==> src/rtl/midi_event_rx.sv <==
// -----------------------------------------------------------------------------
// midi_event_rx
//   MIDI receiver. The serial line is synchronised and decoded by an
//   oversampling UART. A running-status parser turns the bytes into note-off,
//   note-on and control-change events for the channels enabled in
//   CHANNEL_MASK. Events are queued in a first-word-fall-through FIFO and
//   presented on a valid/ready stream.
//
// Ports
//   clk          system clock
//   rst          synchronous reset, active-high
//   rx           asynchronous MIDI serial line, idle high
//   ev_valid     FIFO head valid
//   ev_ready     consumer accepts head when ev_valid && ev_ready
//   ev_type      0 note-off, 1 note-on, 2 control-change
//   ev_channel   MIDI channel 0..15
//   ev_note      note - NOTE_BASE (mod 2^NOTE_BITS), or controller number
//   ev_data      velocity or controller value
//   status       current running status byte (0 = none)
//   framing_err  1-cycle pulse: stop bit sampled low
//   overflow     1-cycle pulse: event dropped because the FIFO was full
// -----------------------------------------------------------------------------
module midi_event_rx #(
  parameter int unsigned CLK_HZ       = 100_000_000,
  parameter int unsigned BAUD         = 31250,
  parameter int unsigned NOTE_BASE    = 41,
  parameter int unsigned NOTE_BITS    = 7,
  parameter int unsigned FIFO_DEPTH   = 8,
  parameter logic [15:0] CHANNEL_MASK = 16'hFFFF
) (
  input  logic                 clk,
  input  logic                 rst,
  input  logic                 rx,
  output logic                 ev_valid,
  input  logic                 ev_ready,
  output logic [1:0]           ev_type,
  output logic [3:0]           ev_channel,
  output logic [NOTE_BITS-1:0] ev_note,
  output logic [6:0]           ev_data,
  output logic [7:0]           status,
  output logic                 framing_err,
  output logic                 overflow
);

  localparam int unsigned PERIOD = CLK_HZ / BAUD;
  localparam int unsigned HALF   = PERIOD / 2;
  localparam int unsigned CW     = $clog2(PERIOD);
  localparam int unsigned PW     = $clog2(FIFO_DEPTH);

  typedef enum logic [1:0] {S_IDLE, S_START, S_DATA, S_STOP} uart_state_t;

  typedef struct packed {
    logic [1:0]           kind;
    logic [3:0]           channel;
    logic [NOTE_BITS-1:0] note;
    logic [6:0]           data;
  } event_t;

  // ---------------------------------------------------------------------------
  // Input synchroniser (reset to the idle level so no false start appears)
  // ---------------------------------------------------------------------------
  logic r_sync1, r_sync2;
  logic w_rx;

  // NOTE: sequential state uses non-blocking assignments so every flop samples
  // the pre-edge value of its inputs regardless of statement order.
  always_ff @(posedge clk) begin
    if (rst) begin
      r_sync1 <= 1'b1;
      r_sync2 <= 1'b1;
    end else begin
      r_sync1 <= rx;
      r_sync2 <= r_sync1;
    end
  end

  assign w_rx = r_sync2;

  // ---------------------------------------------------------------------------
  // UART receiver
  // ---------------------------------------------------------------------------
  uart_state_t r_state;
  logic        r_armed;
  logic [CW-1:0] r_cnt;
  logic [2:0]  r_bit_idx;
  logic [7:0]  r_shift;
  logic        r_byte_valid;
  logic        r_framing_err;

  always_ff @(posedge clk) begin
    if (rst) begin
      r_state       <= S_IDLE;
      r_armed       <= 1'b0;
      r_cnt         <= '0;
      r_bit_idx     <= '0;
      r_shift       <= '0;
      r_byte_valid  <= 1'b0;
      r_framing_err <= 1'b0;
    end else begin
      r_byte_valid  <= 1'b0;
      r_framing_err <= 1'b0;
      case (r_state)
        S_IDLE: begin
          // A line held low (e.g. after a break) must go high before a start
          // edge is trusted.
          if (!r_armed) begin
            if (w_rx) r_armed <= 1'b1;
          end else if (!w_rx) begin
            r_state <= S_START;
            r_cnt   <= '0;
          end
        end
        S_START: begin
          if (r_cnt == CW'(HALF - 1)) begin
            r_cnt <= '0;
            if (!w_rx) begin
              r_state   <= S_DATA;
              r_bit_idx <= '0;
            end else begin
              r_state <= S_IDLE;
            end
          end else begin
            r_cnt <= r_cnt + CW'(1);
          end
        end
        S_DATA: begin
          if (r_cnt == CW'(PERIOD - 1)) begin
            r_cnt     <= '0;
            r_shift   <= {w_rx, r_shift[7:1]};
            r_bit_idx <= r_bit_idx + 3'd1;
            if (r_bit_idx == 3'd7) r_state <= S_STOP;
          end else begin
            r_cnt <= r_cnt + CW'(1);
          end
        end
        S_STOP: begin
          if (r_cnt == CW'(PERIOD - 1)) begin
            r_cnt   <= '0;
            r_state <= S_IDLE;
            if (w_rx) begin
              r_byte_valid <= 1'b1;
            end else begin
              r_framing_err <= 1'b1;
              r_armed       <= 1'b0;
            end
          end else begin
            r_cnt <= r_cnt + CW'(1);
          end
        end
        default: r_state <= S_IDLE;
      endcase
    end
  end

  // ---------------------------------------------------------------------------
  // Running-status parser
  // ---------------------------------------------------------------------------
  logic [7:0] r_status;
  logic       r_second;   // next data byte is the second of a 2-byte message
  logic [6:0] r_d1;
  logic       r_push;
  event_t     r_ev;
  event_t     w_new_ev;

  // NOTE: every combinational output gets a default first so no path leaves
  // it unassigned and no latch is inferred.
  always_comb begin
    w_new_ev         = '0;
    w_new_ev.channel = r_status[3:0];
    w_new_ev.data    = r_shift[6:0];
    case (r_status[7:4])
      4'h8: begin
        w_new_ev.kind = 2'd0;
        w_new_ev.note = NOTE_BITS'(r_d1) - NOTE_BITS'(NOTE_BASE);
      end
      4'h9: begin
        // Velocity 0 on a note-on is a note-off.
        w_new_ev.kind = (r_shift[6:0] == 7'd0) ? 2'd0 : 2'd1;
        w_new_ev.note = NOTE_BITS'(r_d1) - NOTE_BITS'(NOTE_BASE);
      end
      4'hB: begin
        w_new_ev.kind = 2'd2;
        w_new_ev.note = NOTE_BITS'(r_d1);
      end
      default: ;
    endcase
  end

  always_ff @(posedge clk) begin
    if (rst) begin
      r_status <= '0;
      r_second <= 1'b0;
      r_d1     <= '0;
      r_push   <= 1'b0;
      r_ev     <= '0;
    end else begin
      r_push <= 1'b0;
      if (r_byte_valid) begin
        if (r_shift[7]) begin
          // Realtime bytes (F8-FF) may interleave anywhere and are transparent.
          if (r_shift[7:3] != 5'b11111) begin
            r_second <= 1'b0;
            r_status <= (r_shift[7:4] == 4'hF) ? 8'h00 : r_shift;
          end
        end else if (r_status != 8'h00) begin
          case (r_status[7:4])
            4'h8, 4'h9, 4'hB: begin
              if (!r_second) begin
                r_d1     <= r_shift[6:0];
                r_second <= 1'b1;
              end else begin
                r_second <= 1'b0;
                r_ev     <= w_new_ev;
                r_push   <= CHANNEL_MASK[r_status[3:0]];
              end
            end
            4'hA, 4'hE: r_second <= !r_second;
            default: ;  // Cx/Dx carry a single discarded data byte
          endcase
        end
      end
    end
  end

  // ---------------------------------------------------------------------------
  // Event FIFO (first-word-fall-through)
  // ---------------------------------------------------------------------------
  event_t        r_mem [FIFO_DEPTH];
  logic [PW-1:0] r_wr_ptr, r_rd_ptr;
  logic [PW:0]   r_count;
  logic          r_overflow;
  logic          w_pop, w_push_ok;
  event_t        w_head;

  assign ev_valid  = (r_count != '0);
  assign w_pop     = ev_valid && ev_ready;
  assign w_push_ok = r_push && ((r_count < (PW + 1)'(FIFO_DEPTH)) || w_pop);

  // NOTE: storage is deliberately not reset; r_count alone decides which
  // entries are meaningful, and outputs are gated while the FIFO is empty.
  always_ff @(posedge clk) begin
    if (w_push_ok) r_mem[r_wr_ptr] <= r_ev;
  end

  always_ff @(posedge clk) begin
    if (rst) begin
      r_wr_ptr   <= '0;
      r_rd_ptr   <= '0;
      r_count    <= '0;
      r_overflow <= 1'b0;
    end else begin
      r_overflow <= r_push && !w_push_ok;
      if (w_push_ok) r_wr_ptr <= r_wr_ptr + PW'(1);
      if (w_pop)     r_rd_ptr <= r_rd_ptr + PW'(1);
      case ({w_push_ok, w_pop})
        2'b10:   r_count <= r_count + (PW + 1)'(1);
        2'b01:   r_count <= r_count - (PW + 1)'(1);
        default: ;
      endcase
    end
  end

  assign w_head      = r_mem[r_rd_ptr];
  assign ev_type     = ev_valid ? w_head.kind    : '0;
  assign ev_channel  = ev_valid ? w_head.channel : '0;
  assign ev_note     = ev_valid ? w_head.note    : '0;
  assign ev_data     = ev_valid ? w_head.data    : '0;
  assign status      = r_status;
  assign framing_err = r_framing_err;
  assign overflow    = r_overflow;

endmodule

==> config.mk <==
export PLATFORM = sky130hd
export DESIGN_NAME = midi_event_rx
export DESIGN_NICKNAME = d
export VERILOG_FILES = /design/src/rtl/midi_event_rx.sv
export SDC_FILE = /design/constraint.sdc
export NUM_CORES = 1
export LEC_CHECK = 0
export BUFFER_PORTS_ARGS = -buffer_cell sky130_fd_sc_hd__clkbuf_2
export CORE_ASPECT_RATIO = 1.75
export CORE_MARGIN = 10
export CORE_UTILIZATION = 45
export DETAILED_ROUTE_END_ITERATION = 8
export PLACE_DENSITY = 0.73
export SETUP_SLACK_MARGIN = 0.4
export SLEW_MARGIN = 20
export SYNTH_ARGS = -nofsm -noshare
export SYNTH_HDL_FRONTEND = slang
export SYNTH_SLANG_ARGS = --single-unit
==> constraint.sdc <==
create_clock -name clk -period 3 [get_ports clk]
set_input_delay 0.45 -clock clk [delete_from_list [all_inputs] [get_ports clk]]
set_output_delay 0.45 -clock clk [all_outputs]
set_load 0.05 [all_outputs]
==> results of run 1 <==
==> worst max-delay path by stage <==
stage	startpoint	end	slack, ps	depth (start not counted)
final	register	ev_type[0]	390	6
after global routing	register	ev_type[0]	340	6
after CTS	register	ev_type[0]	340	5
after detailed placement	r_count[0]$_SDFFE_PP0P_	r_count[2]$_SDFFE_PP0P_	550	10
after global placement	r_count[3]$_SDFFE_PP0P_	r_count[2]$_SDFFE_PP0P_	760	10
after floorplan	ev_ready	r_mem[1][0]$_DFFE_PP_	410	3
==> kinds of logic (layout without fill, tap and decap cells) <==
kind of cell | after synthesis | in the layout | share of synthesized area, %
muxes | 83 | 83 | 13.85
AOI/OAI and AO/OA | 78 | 78 | 5.434
buffers and inverters | 49 | 104 | 2.184
adders and majority gates | 9 | 9 | 1.170
DFF | 241 | 241 | 66.77
xor gates and xnor gates | 11 | 11 | 1.001
and+or+nand+nor | 193 | 193 | 9.594
==> stage by stage <==
stage | utilization (%) | instances
floorplan | - | 664
global placement | 48.03 | 927
detailed placement | 48.03 | 927
CTS | 51.67 | 966
global route | 52.29 | 971
finish | 52.29 | 971
==> per-layer routing <==
metal | global-route usage (%) | vias up | wire length (um)
li1 | - | 2577 | -
met1 | 14.60 | 2788 | 7162
met2 | 27.82 | 108 | 11860
met3 | 1.780 | 29 | 670
met4 | 5.006 | 0 | 482
met5 | 0 | - | 0
==> final cells by class <==
| type | instances | area share (%) |
|---|---|---|
| clock buffer | 28 | 5.021 |
| inverter | 10 | 0.3415 |
| sequential | 241 | 58.50 |
| tap | 252 | 2.869 |
| timing repair buffer | 57 | 5.055 |
| multi-input combinational | 374 | 27.50 |
| clock inverter | 9 | 0.7058 |
==> synthesized netlist by cell type, types with 2 or more instances <==
| cell | instances | area share, % |
|---|---|---|
| nand2b_1 | 9 | 0.58 |
| nor2b_1 | 6 | 0.39 |
| buf_2 | 6 | 0.31 |
| nor3b_1 | 8 | 0.62 |
| o21ai_0 | 13 | 0.68 |
| mux4_2 | 40 | 9.4 |
| or2_2 | 3 | 0.20 |
| a21o_1 | 2 | 0.16 |
| nor4_1 | 4 | 0.26 |
| a21oi_1 | 28 | 1.5 |
| inv_1 | 10 | 0.39 |
| a211oi_1 | 4 | 0.31 |
| a221oi_1 | 4 | 0.36 |
| xnor2_1 | 5 | 0.45 |
| buf_1 | 2 | 0.078 |
| nor2_1 | 76 | 3.0 |
| clkbuf_1 | 26 | 1.0 |
| a22oi_1 | 3 | 0.23 |
| mux2i_1 | 42 | 4.4 |
| edfxtp_1 | 160 | 50 |
| a31oi_1 | 3 | 0.20 |
| or3_1 | 3 | 0.20 |
| nor3_1 | 13 | 0.68 |
| a22o_1 | 9 | 0.82 |
| buf_4 | 5 | 0.39 |
| nand2_1 | 43 | 1.7 |
| o31ai_1 | 2 | 0.16 |
| nand4_1 | 4 | 0.26 |
| dfxtp_1 | 81 | 17 |
| ha_1 | 9 | 1.2 |
| nand3b_1 | 2 | 0.16 |
| xor2_1 | 6 | 0.55 |
| and3_1 | 2 | 0.13 |
| a21boi_0 | 2 | 0.16 |
| a31o_2 | 2 | 0.18 |
| nand3_1 | 11 | 0.57 |
==> what timing repair did <==
action	CTS	global route
buffers inserted	0	1
pin swaps	0	1
setup endpoints to repair	20	18
gates cloned	2	4
resized for setup	23	20
==> flip-flops by register name, summed over array words and instances (netlist names), named ones only <==
register / flops
r_mem: 160
r_ev: 20
r_cnt: 12
r_shift: 8
status: 8
r_d1: 7
r_count: 4
r_bit_idx: 3
r_rd_ptr: 3
r_wr_ptr: 3
framing_err: 1
overflow: 1
r_armed: 1
r_byte_valid: 1
r_push: 1
r_second: 1
r_state: 1
r_sync1: 1
r_sync2: 1
==> power groups by stage <==
stage                     Combinational (mW)  Clock [mW]  Sequential, mW
after floorplan                       0.0585           0            3.58
after global placement                0.0665           0            3.59
after detailed placement              0.0687           0            3.59
after CTS                             0.0689        2.55            3.52
after global routing                  0.0777        2.68            3.52
final                                 0.0687        2.50            3.52
==> flow_summary.ini, run 1 <==
[die]
die_h_um = 213.5
die-area_um2 = 27870
rows = 70
initial_core_util_pct = 45.79
die_x_um = 130.6
core_um2 = 21020
io_pins = 35

[synthesis]
synth.avg_cell_area_um2 = 14.49
netlist_area_um2 = 9624
synthCells = 664
synth_edf_count = 160
async_flop_share_pct = 0
ys_seq_elements = 241
ys_seq_area_share_pct = 66.77
syn_nets = 677
synth_cell_type_count = 52
ys.flop_type = edfxtp_1
synth_warnings = 0

[power_and_ir_drop]
leakagePower_nw = 3.605
p_clk_share_pct = 41.1
power_frac_seq_pct = 57.8
total_power_mw = 6.091
power_switching_mw = 1.178
power.density_nw_per_um2 = 554.2
p_int_mw = 4.913
comb_power_share_pct = 1.1
swShare_pct = 19.34
vdd_drop_max_mv = 0.3346

[clock_network]
cts_sinks = 241
cts_buffer_depth = 3
cts_buffers = 21
clkSlewWorstSetupHoldPaths_ps = 60
h-tree-depth = 1
root_buffer = clkbuf_16
ctsHoldBuffers = 0
cts_tree = yes
insertion_delay_ps = 490

[grt]
antenna_found_initial = 0
grt_max_degree = 64
gr-total-overflow = 0
grt_pass1_vias = 5737
grt_pass1_wl_mm = 30.86
grt_use_total_pct = 14.13

[sta]
finalWorstSetupSlack_ps = 393.8
grt_setup_unrepaired = yes
fin_crit_sh_pct = 86.87
slew_headroom_pct = 49.43
worst_slew_pin_slew_ps = 754.4
setup_viol = 0
skew_ps = 7.258
hold_viol_final = 0
finalSetupTns_ps = 0
hold_ws_ps = 149.3
slew_violations = 0
fmax_mhz = 383.7
fin_crit_ps = 2606

[flow_run]
drv_cap = 0

[drt]
initialDrtViolationCount = 416
wirelength_mm = 20.17
via_count = 5502
wire_per_inst_um = 20.78
antenna_left = 0
vias_per_cell = 5.666
dr.pass1.iters = 5
drc = 0

[worst_setup_path]
critPathMaxFanout = 6
r2r-start = r_count[0]$_SDFFE_PP0P_
path_buf_inv = 3
crit_slowest_cell = mux4_2
path_class = register to output pin
path_cells = buf_12 > clkbuf_16 > mux4_2 > mux2i_2 > nor2_1 > buf_4
timing.rr.end = r_count[2]$_SDFFE_PP0P_
end_kind = output pin
worstPathArrival_ps = 2160
crit_family = multiplexers
required_ps = 2550
cp-start-kind = register
max_stage_delay_ps = 510
r2r_cells = 10
rrSetupSlack_ps = 580

[layout]
seqCellArea_um2 = 6430
fin_area_um2 = 10990
finalNetCount = 718
drive_gt1_share_pct = 20.17
final_common_cell = edfxtp_1
n_antenna_cell = 0
multiInputGateArea_um2 = 3023
nFillCells = 1717
areaGrowthSynthToFinish_pct = 14.20
final_cell_mix = edfxtp_1, dfxtp_1, nor2_1

[worst_hold_path]
holdCritPathClass = input port to register
whs_path_depth = 2
hold_end = r_sync1$_SDFF_PP1_
min_from = rx

[place]
pre_cts_ws_ps = 553.5
gp_congestion = 0.7989
placed_area_um2 = 10100
io_buffers = 34
place_hpwl_mm = 12.27

[run_status]
outcome = finished, final reports clean
No activity file was read; power rests on OpenSTA's default activity.
==> run 2: changes to the inputs <==
CORE_ASPECT_RATIO = 0.8   (was 1.75)
==> run 2 against run 1 <==
  * Global-route usage up 0.078 points
  * Wire length grew 1.6%
  * Clock skew increased by 16 ps
  * Critical path depth unchanged
  * Sequential share of layout area fell by 1.0 points
  * Sequential cell count did not move
  * Clock power up 19%
  * Worst hold slack lost 21 ps
  * Utilization rose by 1.3 points
  * Fmax up 0.96%
  * Design area is 1.8% higher
  * Combinational power barely moved
==> flow_summary.ini, run 2 (synthesized netlist as in run 1, its figures left out) <==
[worst_setup_path]
cpMostUsedCell = buf_4
path_class = register to output pin
timing.rr.end = r_count[2]$_SDFFE_PP0P_
path_cells = buf_4 > buf_4 > mux4_2 > mux2i_1 > nor2_1 > clkbuf_2
r2r-start = r_count[3]$_SDFFE_PP0P_
end_kind = output pin
cp-start-kind = register
worstPathArrival_ps = 2130
critPathMaxFanout = 4
r2r_cells = 10
rrSetupSlack_ps = 600
crit_slowest_cell = mux4_2
max_stage_delay_ps = 480
required_ps = 2550

[power_and_ir_drop]
leakagePower_nw = 3.713
vdd_drop_max_mv = 0.5040
swShare_pct = 19.56
power_frac_seq_pct = 53.6
power.density_nw_per_um2 = 586.4
p_int_mw = 5.280
power_switching_mw = 1.284
total_power_mw = 6.563
p_clk_share_pct = 45.3
comb_power_share_pct = 1.0

[layout]
final_cell_mix = edfxtp_1, dfxtp_1, nor2_1
n_antenna_cell = 0
drive_gt1_share_pct = 21.15
nFillCells = 1633
largest_register_ffs = 160
areaGrowthSynthToFinish_pct = 16.30
seqCellArea_um2 = 6431
final_common_cell = edfxtp_1
reg_top3 = r_mem (160), r_ev (20), r_cnt (12)
finalNetCount = 724
top_register = r_mem
multiInputGateArea_um2 = 3025
post-route-util_pct = 53.62

[drt]
wirelength_mm = 20.49
wire_per_inst_um = 20.55
initialDrtViolationCount = 411
drc = 0
via_count = 5688
antenna_left = 0
dr.pass1.iters = 5
vias_per_cell = 5.705

[clock_network]
root_buffer = clkbuf_16
insertion_delay_ps = 530
cts_buffers = 23
cts_tree = yes
clkSlewWorstSetupHoldPaths_ps = 60
cts_buffer_depth = 3
cts_sinks = 241
h-tree-depth = 1

[sta]
slew_violations = 0
skew_ps = 23.49
worst_slew_pin_slew_ps = 814.1
setup_viol = 0
fmax_mhz = 387.4
hold_viol_final = 0
grt_setup_unrepaired = yes
hold_ws_ps = 128.4
finalSetupTns_ps = 0
slew_headroom_pct = 45.43
fin_crit_sh_pct = 86.05
fin_crit_ps = 2582
finalWorstSetupSlack_ps = 418.5

[die]
core_um2 = 20880
initial_core_util_pct = 46.10
die_x_um = 183.5
io_pins = 35
rows = 47
die_h_um = 150.8
die-area_um2 = 27670

[grt]
gr-total-overflow = 0
grt_use_total_pct = 14.21
grt_pass1_wl_mm = 31.07
antenna_found_initial = 0
grt_max_degree = 59
grt_pass1_vias = 5669

[place]
io_buffers = 34
gp_congestion = 0.8042
pre_cts_ws_ps = 579.8
place_hpwl_mm = 12.23

[flow_run]
drv_cap = 0

[worst_hold_path]
holdCritPathClass = input port to register
min_from = rx
whs_path_depth = 2
hold_end = r_sync1$_SDFF_PP1_

[run_status]
outcome = finished, final reports clean
==> run 2: cell count changes in the layout (fill, tap and decap cells not counted), sizes merged <==
cell | previous run | this run
buf | 29 | 37
bufinv | 1 | 2
clkbuf | 56 | 59
clkinv | 5 | 3
clkinvlp | 3 | 0
inv | 10 | 12
==> run 2: layout make-up <==
class	instances	share of cell area [%]
Multi-Input combinational cell	374	27.03
Sequential cell	241	57.46
Tap cell	269	3.007
Timing Repair Buffer	61	5.176
Clock buffer	35	6.081
Inverter	10	0.3353
Clock inverter	7	0.9166
==> run 2: worst max-delay path, delay by kind of cell, from the launching register on <==
kind,cells,cell delay (ps)
DFF,1,350
muxes,2,630
and+or+nand+nor,1,50
buffers and inverters,3,580
==> run 2: per-layer routing <==
layer	part of all wire (%)	vias to the layer above	routed length, um	track usage, %
li1	-	2600	-	-
met1	43	2894	8766	18.54
met2	49	168	10120	24.10
met3	6.2	26	1261	2.825
met4	1.7	0	341	3.231
met5	0	-	0	0
==> run 2: power by group through the flow <==
| stage | registers [mW] | clock network [mW] | logic (mW) |
|---|---|---|---|
| finish | 3.52 | 2.98 | 0.0684 |
| global route | 3.52 | 3.16 | 0.0777 |
| CTS | 3.52 | 3.01 | 0.0681 |
| detailed placement | 3.59 | 0 | 0.0679 |
| global placement | 3.59 | 0 | 0.0648 |
| floorplan | 3.58 | 0 | 0.0585 |
==> run 2: timing repair <==
action | CTS | global route
hold buffers | 0 | 0
buffers inserted | 1 | 3
cloned | 1 | 3
gates resized for setup | 28 | 30
endpoints found under the hold margin | 0 | 0
endpoints found under the setup margin | 18 | 19
pin swaps | 0 | 0
==> run 2: worst max path at each step <==
stage	from	endpoint	slack, ps	cells past startpoint
2_1_floorplan	ev_ready	r_mem[1][0]$_DFFE_PP_	410	3
3_3_place_gp	register	ev_note[4]	680	5
3_5_place_dp	r_count[0]$_SDFFE_PP0P_	r_count[2]$_SDFFE_PP0P_	580	10
4_1_cts	register	ev_data[6]	360	5
5_1_grt	register	ev_note[2]	340	6
6_report	register	ev_data[2]	420	6
==> run 2: stage by stage <==
stage,std cells,area [um2]
2_1_floorplan,664,9635
3_3_place_gp,947,10130
3_5_place_dp,947,10130
4_1_cts,991,11050
5_1_grt,997,11190
6_report,997,11190
==> run 3: changes to the inputs <==
PLACE_DENSITY = 0.71   (was 0.73)
clock period = 2.5 ns   (was 3 ns; I/O delays follow)
==> run 3 against run 2 <==
  * Clock power is 23% higher
  * Sequential power increased by 20%
  * Register-to-register slack got worse by 340 ps
  * Worst hold slack lost 83 ps
  * First-iteration DRC count rose by 38%
  * Largest power group unchanged
  * Setup slack got worse by 470 ps
  * Critical endpoint is now ev_data[0]
  * Critical path depth unchanged
  * Combinational power up 35%
  * The run now ends with setup timing left
  * Non-clock buffer count up 4
  * Utilization is 1.9 points higher
  * Die area is the same
==> flow_summary.ini, run 3 (synthesized netlist as in run 1, its figures left out) <==
[power_and_ir_drop]
power_frac_seq_pct = 52.9
leakagePower_nw = 3.833
swShare_pct = 19.60
vdd_drop_max_mv = 0.4265
p_clk_share_pct = 45.9
comb_power_share_pct = 1.2
p_int_mw = 6.415
power_switching_mw = 1.564
power.density_nw_per_um2 = 687.8

[die]
die_h_um = 150.8
die-area_um2 = 27670
core_um2 = 20880
die_x_um = 183.5
rows = 47
io_pins = 35
initial_core_util_pct = 46.10

[clock_network]
cts_buffer_depth = 3
ctsHoldBuffers = 0
cts_tree = yes
cts_buffers = 24
h-tree-depth = 1
clkSlewWorstSetupHoldPaths_ps = 60
root_buffer = clkbuf_16
cts_sinks = 241
insertion_delay_ps = 520

[layout]
finalNetCount = 729
post-route-util_pct = 55.56
seqCellArea_um2 = 6442
n_antenna_cell = 0
largest_register_ffs = 160
fin_cells = 1003
areaGrowthSynthToFinish_pct = 20.53
final_cell_mix = edfxtp_1, dfxtp_1, nor2_1
drive_gt1_share_pct = 25.89
top_register = r_mem
nFillCells = 1608
multiInputGateArea_um2 = 3143
final_common_cell = edfxtp_1
reg_top3 = r_mem (160), r_ev (20), r_cnt (12)

[flow_run]
drv_cap = 0

[place]
io_buffers = 34
gp_congestion = 0.8257
place_hpwl_mm = 11.73
dp_cells = 945

[worst_setup_path]
required_ps = 2120
cp-start-kind = register
end_kind = output pin
rrSetupSlack_ps = 260
path_class = register to output pin
critPathMaxFanout = 6
worstPathArrival_ps = 2170

[sta]
worst_slew_pin_slew_ps = 622.9
skew_ps = 11.13
finalWorstSetupSlack_ps = -47.45
finalSetupTns_ps = -179.3
grt_setup_unrepaired = yes
hold_viol_final = 0
fin_crit_sh_pct = 101.9
fmax_mhz = 392.6
slew_violations = 0
fin_crit_ps = 2547
setup_viol = 8
hold_ws_ps = 45.55
slew_headroom_pct = 58.28

[drt]
vias_per_cell = 5.717
drc = 0
wirelength_mm = 20.39
antenna_left = 0
via_count = 5734
wire_per_inst_um = 20.33
dr.pass1.iters = 5
initialDrtViolationCount = 568

[grt]
grt_pass1_vias = 5772
grt_pass1_wl_mm = 32.31
busiest_layer = met2
use_met2_pct = 24.39
grt_max_degree = 54
antenna_found_initial = 0
grt_use_total_pct = 14.58
gr-total-overflow = 0
use_met1_pct = 19.58
gr-usage-met3_pct = 2.657

[run_status]
violations = setup timing
outcome = complete, but fails checks

[worst_hold_path]
holdCritPathClass = input port to register
## run 3: metrics by stage
stage	instance area [um2]	worst slack [ps]	power [mW]
finish	11600	-47.45	7.978
global route	11600	-125.0	8.242
CTS	11460	-37.56	8.041
detailed placement	10230	265.1	4.395
global placement	10230	354.9	4.388
floorplan	9708	167.1	4.372
## run 3: cell type report
class | instances | share of cell area, %
clock inverters | 15 | 1.489
flip-flops and latches | 241 | 55.54
well taps | 269 | 2.902
repair buffers | 65 | 7.033
clock buffers | 29 | 5.598
multi-input cells | 374 | 27.10
inverters | 10 | 0.3452
## run 3: routing by layer
metal,up-vias,share of wire [%]
met1,2911,44
met4,0,1.3
li1,2623,-
met2,183,49
met3,17,6.0
met5,-,0
## run 3: worst paths after layout
path | from | endpoint | cells past startpoint
worst max-delay path | register | ev_data[0] | 6
worst min-delay path | rx | r_sync1$_SDFF_PP1_ | 2
worst max register to register | r_count[0]$_SDFFE_PP0P_ | r_count[2]$_SDFFE_PP0P_ | 10
worst min register to register | r_sync1$_SDFF_PP1_ | r_sync2$_SDFF_PP1_ | 1
## run 3: power by group through the flow
| stage | registers, mW | logic (mW) | clock network (mW) |
|---|---|---|---|
| 6_report | 4.22 | 0.0920 | 3.66 |
| 4_1_cts | 4.22 | 0.0890 | 3.73 |
| 5_1_grt | 4.22 | 0.103 | 3.92 |
| 3_5_place_dp | 4.31 | 0.0834 | 0 |
| 2_1_floorplan | 4.30 | 0.0702 | 0 |
| 3_3_place_gp | 4.31 | 0.0788 | 0 |
## run 3: repair_timing
item,CTS,global route
gates cloned,4,3
endpoints found under the setup margin,34,40
gates resized for setup,59,20
buffers inserted,6,1
pin swaps,5,11
## run 3: worst max-delay path, cell delays in order (launching register included)
cell and delay [ps]:
dfxtp_4 380, buf_12 160, clkbuf_16 170, mux4_2 490
mux2i_1 170, nor2_1 90, clkbuf_8 200
